[config.mk]
export PLATFORM = sky130hd
export DESIGN_NAME = usart_tx_sched
export DESIGN_NICKNAME = d
export VERILOG_FILES = /design/src/rtl/usart_tx_sched.sv
export SDC_FILE = /design/constraint.sdc
export NUM_CORES = 1
export LEC_CHECK = 0
export CELL_PAD_IN_SITES_DETAIL_PLACEMENT = 0
export CELL_PAD_IN_SITES_GLOBAL_PLACEMENT = 1
export CORE_MARGIN = 8
export CORE_UTILIZATION = 35
export DETAILED_ROUTE_END_ITERATION = 8
export DONT_BUFFER_PORTS = 1
export GPL_TIMING_DRIVEN = 0
export PLACE_DENSITY_LB_ADDON = 0.1
export SYNTH_ARGS = -nofsm -noshare
export SYNTH_HDL_FRONTEND = slang
export SYNTH_SLANG_ARGS = --single-unit
[constraint.sdc]
create_clock -name clk -period 4.7 [get_ports clk]
set_input_delay 0.94 -clock clk [delete_from_list [all_inputs] [get_ports clk]]
set_output_delay 0.94 -clock clk [all_outputs]
set_load 0.02 [all_outputs]
[src/rtl/usart_tx_sched.sv]
// Round-robin transmit scheduler in front of usart_ctrl: requesters push bytes into a small FIFO,
// and an issuer emits one write command per byte, spaced by a fixed byte time.
module usart_tx_sched #(
    parameter int         NUM_REQ     = 2,
    parameter int         FIFO_DEPTH  = 4,
    parameter int         BYTE_CYCLES = 1390,
    parameter logic [2:0] CMD_TX      = 3'd2
) (
    input  logic                   clk,
    input  logic                   reset,
    input  logic [NUM_REQ-1:0]     req_valid,
    input  logic [8*NUM_REQ-1:0]   req_data,
    output logic [NUM_REQ-1:0]     req_ready,
    output logic                   usart_write,
    output logic [2:0]             usart_cmd,
    output logic [7:0]             usart_data,
    output logic                   busy
);

    localparam int PW  = $clog2(FIFO_DEPTH);
    localparam int CW  = PW + 1;
    localparam int RRW = (NUM_REQ > 1) ? $clog2(NUM_REQ) : 1;
    localparam int HW  = $clog2(BYTE_CYCLES);

    localparam logic [CW-1:0]  FULL_COUNT = CW'(FIFO_DEPTH);
    localparam logic [RRW-1:0] RR_LAST    = RRW'(NUM_REQ - 1);
    localparam logic [HW-1:0]  HOLD_LOAD  = HW'(BYTE_CYCLES - 2);

    typedef enum logic [1:0] {IDLE, ISSUE, HOLD} state_t;

    state_t         state_q, state_d;
    logic [HW-1:0]  hold_q, hold_d;
    logic [RRW-1:0] rr_q, rr_d;
    logic [PW-1:0]  wr_ptr_q, wr_ptr_d;
    logic [PW-1:0]  rd_ptr_q, rd_ptr_d;
    logic [CW-1:0]  count_q, count_d;
    logic           write_q, write_d;
    logic [2:0]     cmd_q, cmd_d;
    logic [7:0]     data_q, data_d;
    logic [7:0]     mem_q [FIFO_DEPTH];

    logic [7:0]         lane [NUM_REQ];
    logic [NUM_REQ-1:0] grant;
    logic [RRW-1:0]     grant_idx;
    logic               push;
    logic               pop;

    generate
        for (genvar gi = 0; gi < NUM_REQ; gi++) begin : g_lane
            assign lane[gi] = req_data[8*gi +: 8];
        end
    endgenerate

    // Search starts at rr and wraps; a full FIFO (or reset) blocks every grant.
    always_comb begin
        int             idx;
        logic [RRW-1:0] idx_l;
        grant     = '0;
        grant_idx = '0;
        push      = 1'b0;
        idx       = 0;
        idx_l     = '0;
        if (!reset && count_q != FULL_COUNT) begin
            for (int k = 0; k < NUM_REQ; k++) begin
                idx = int'(rr_q) + k;
                if (idx >= NUM_REQ) begin
                    idx = idx - NUM_REQ;
                end
                idx_l = RRW'(idx);
                if (!push && req_valid[idx_l]) begin
                    grant[idx_l] = 1'b1;
                    grant_idx    = idx_l;
                    push         = 1'b1;
                end
            end
        end
    end

    assign req_ready = grant;

    always_comb begin
        pop      = (state_q == ISSUE);
        rr_d     = rr_q;
        wr_ptr_d = wr_ptr_q;
        rd_ptr_d = rd_ptr_q;
        if (push) begin
            rr_d     = (grant_idx == RR_LAST) ? '0 : grant_idx + 1'b1;
            wr_ptr_d = wr_ptr_q + 1'b1;
        end
        if (pop) begin
            rd_ptr_d = rd_ptr_q + 1'b1;
        end
        count_d = count_q + CW'(push) - CW'(pop);
    end

    always_comb begin
        state_d = state_q;
        hold_d  = hold_q;
        case (state_q)
            IDLE: begin
                if (count_q != '0) begin
                    state_d = ISSUE;
                end
            end
            ISSUE: begin
                state_d = HOLD;
                hold_d  = HOLD_LOAD;
            end
            HOLD: begin
                if (hold_q == '0) begin
                    state_d = (count_q != '0) ? ISSUE : IDLE;
                end else begin
                    hold_d = hold_q - 1'b1;
                end
            end
            default: state_d = IDLE;
        endcase
        // Outputs are registered from the next state so they line up with ISSUE exactly.
        write_d = (state_d == ISSUE);
        cmd_d   = write_d ? CMD_TX : 3'd0;
        data_d  = write_d ? mem_q[rd_ptr_q] : 8'd0;
    end

    always_ff @(posedge clk) begin
        if (reset) begin
            state_q  <= IDLE;
            hold_q   <= '0;
            rr_q     <= '0;
            wr_ptr_q <= '0;
            rd_ptr_q <= '0;
            count_q  <= '0;
            write_q  <= 1'b0;
            cmd_q    <= 3'd0;
            data_q   <= 8'd0;
        end else begin
            state_q  <= state_d;
            hold_q   <= hold_d;
            rr_q     <= rr_d;
            wr_ptr_q <= wr_ptr_d;
            rd_ptr_q <= rd_ptr_d;
            count_q  <= count_d;
            write_q  <= write_d;
            cmd_q    <= cmd_d;
            data_q   <= data_d;
        end
    end

    always_ff @(posedge clk) begin
        if (push) begin
            mem_q[wr_ptr_q] <= lane[grant_idx];
        end
    end

    assign usart_write = write_q;
    assign usart_cmd   = cmd_q;
    assign usart_data  = data_q;
    assign busy        = (count_q != '0) || (state_q != IDLE);

endmodule

==> summary.txt <==
Critical path
  – Worst Setup SP: req_valid[0]
  – FF-to-FF Start: count_q[1]
  – R2r endpoint: count_q[2]
  – Crit Path Class: input port to flop
  – Worst EP arrival: 2.96 ns
  – Critical Path End: count_q[2]
  – Reg2Reg Depth: 10
  – Critical Path RT: 4.91 ns
  – Reg2reg setup slack: 2.05 ns
  – Crit start category: input port
  – Worst setup EP type: flop
  – Critical-path maximum fanout: 8

Synthesis
  – Number of synthesized flops with an enable pin: 32
  – Synth Flop Type: edfxtp_1
  – Syn Area/Cell: 12.99 um2
  – Synth top area share: 35.05%
  – Asr flop ratio synth: 0%
  – Register area share after synthesis: 56.96%
  – Mapped Area: 0.002741 mm2
  – Cells after synthesis: 211
  – Distinct cells, synth: 49
  – Leading area contributor after synthesis: edfxtp_1
  – Register bit total from synthesis: 62
  – Synth area leaders: edfxtp_1, dfxtp_1, mux4_2, ha_1, mux2_2
  – Warnings, synthesis: 0

Layout
  – Layout cells sized above 1: 21.49%
  – Synth-to-Final Area Change: 11.14%
  – Non-filler cells, final: 330
  – Final #Nets: 252
  – Final instance area: 0.003047 mm2
  – Commonest cells after routing, fill and taps aside: edfxtp_1, dfxtp_1, nor2_1
  – # fillers: 738
  – Commonest non-fill, non-tap cell in the layout: edfxtp_1
  – Diodes inserted: 0

STA
  – Worst slew pin tran: 0.8611 ns
  – RSZ-0062 raised after global routing: no
  – Final Hold Viols: 0
  – Clk_skew: 0.01058 ns
  – F_max: 363.9 MHz
  – Final Max Tran Viols: 0
  – Slew HR: 42.25%
  – Post-layout minimum cycle time: 2.748 ns
  – Final setup fails: 0
  – Fin crit share: 58.47%
  – Setup TNS: 0 ns

Power
  – Pleak: 1.057 nW
  – Power Total: 1.894 mW
  – Peak supply drop: 0.2267 mV
  – PD cells: 621.5 mW/mm2

Worst hold path
  – Class of the worst hold path: flop to flop

Die
  – Die ar.: 0.01092 mm2
  – I/O Pins: 35
  – Core Rows: 32
  – Die Y-Extent: 104.5 um
  – Initial Util: 35.85%
  – Core footprint: 0.007647 mm2
  – Die X: 104.5 um

Clocking
  – CTS max path bufs: 2
  – Cts hold-fix bufs: 0
  – Worst-skew pair later-pin latency: 0.34 ns
  – CTS Buf Count: 9
  – CTS tree: done
  – Worst-path clk slew: 0.07 ns
  – # resized after CTS: 0
  – CTS root buffer: clkbuf_8
  – Clk sinks: 62
  – Post-CTS Setup Bufs: 0
  – Htree depth: 3

Global route
  – Total gr overflow: 0
  – Largest net degree at the start of global routing: 13
  – Vias in the first global route: 1767
  – Initial antenna violation count: 0
  – Gr usage total: 10.76%
  – First-pass GRT wire length: 9025 um

Routing
  – DRT iter0 DRCs: 101
  – DR vias/cell: 5.048
  – Antenna viol nets, final: 0
  – DR vias: 1666
  – Routed len/inst: 16.92 um
  – Drt total wl: 5583 um
  – Number of remaining DRC errors: 0
  – DR pass1 iterations: 4

Placement
  – Cells after DPL: 314
  – HPWL after detailed placement: 3826 um
  – Area after DPL: 0.002873 mm2
  – Gpl congestion: 0.7620
  – PortBufs: 0

Status
  – Status: finished, final reports clean

Flow run
  – Max cap viols: 0
-- synth_stat cells, drive strengths merged (2+ instances only) --
library cell,count
mux4,8
ha,8
and2,4
o211ai,2
nand2b,2
edfxtp,32
xnor2,4
nand2,7
nand4,2
xor2,4
mux2,8
a311oi,2
clkbuf,4
buf,6
dfxtp,30
nand3,5
nor3,4
a21oi,12
a31oi,3
a211oi,3
nor2,14
or4,3
nor4,2
nor2b,9
or3,3
nor4b,3
inv,13
-- per-layer routing --
layer  wire length [um]  GRT usage [%]  part of all wire (%)  vias up
met4                 82          4.137                   1.5        0
met1               2443          12.35                    44      826
met5                  0              0                     0        -
li1                   -              -                     -      790
met2               2746          17.35                    49       39
met3                310          4.647                   5.6       11
-- sequential cells by signal, summed over array words and instances, names as in the netlist --
name        flops
wr_ptr_q        2
hold_q         11
usart_data      8
count_q         3
rr_q            1
mem_q          32
usart_cmd       1
state_q         2
rd_ptr_q        2
-- report_power, final --
part           internal, mW  switching [mW]
combinational         0.294           0.371
sequential            0.684           0.132
clock                 0.192           0.222
-- cell families (layout without fill, tap and decap cells) --
logic type                 after synthesis  after routing  share of synthesized area (%)
AOI/OAI and AO/OA                       27             27                          6.390
xor gates and xnor gates                 8              8                          2.556
adders and majority gates                9              9                          4.382
buffers and inverters                   24             40                          4.016
DFF                                     62             62                          56.96
muxes                                   17             17                          10.22
other                                    1              2                         0.1368
and+or+nand+nor                         63             63                          15.34
-- area by class of cell --
type	instances	area, um2	area share, %
Inverter	14	52.55	1.725
Tap cell	102	127.6	4.189
Buffer	10	57.56	1.889
Clock inverter	7	50.05	1.643
Clock buffer	9	123.9	4.066
Multi-Input combinational cell	126	1074	35.24
Sequential cell	62	1562	51.25
-- worst min-delay path by stage --
stage	startpoint	end	slack, ns	cells past startpoint
5_1_grt	rr_q	rr_q	0.53	2
2_1_floorplan	rr_q	rr_q	0.46	2
3_3_place_gp	rr_q	rr_q	0.47	2
4_1_cts	rr_q	rr_q	0.49	2
6_report	rr_q	rr_q	0.49	2
3_5_place_dp	rr_q	rr_q	0.48	2
-- worst max-delay path: stages --
cell and delay (ns):
nor2_1 0.03, a211oi_1 0.71, inv_1 0.12, ha_1 0.32, inv_1 0.05, ha_1 0.14, inv_1 0.05, fa_1 0.38
xnor2_1 0.16, nor2_1 0.05
-- stage by stage --
| stage | hold slack [ns] | utilization (%) | worst slack, ns |
|---|---|---|---|
| 6_report | 0.4850 | 39.84 | 1.952 |
| 3_5_place_dp | 0.4780 | 37.57 | 1.578 |
| 2_1_floorplan | 0.4586 | - | 1.887 |
| 5_1_grt | 0.5296 | 39.84 | 1.706 |
| 3_3_place_gp | 0.4728 | 37.57 | 1.676 |
| 4_1_cts | 0.4922 | 39.84 | 1.931 |
Power figures use the tool's default switching activity.
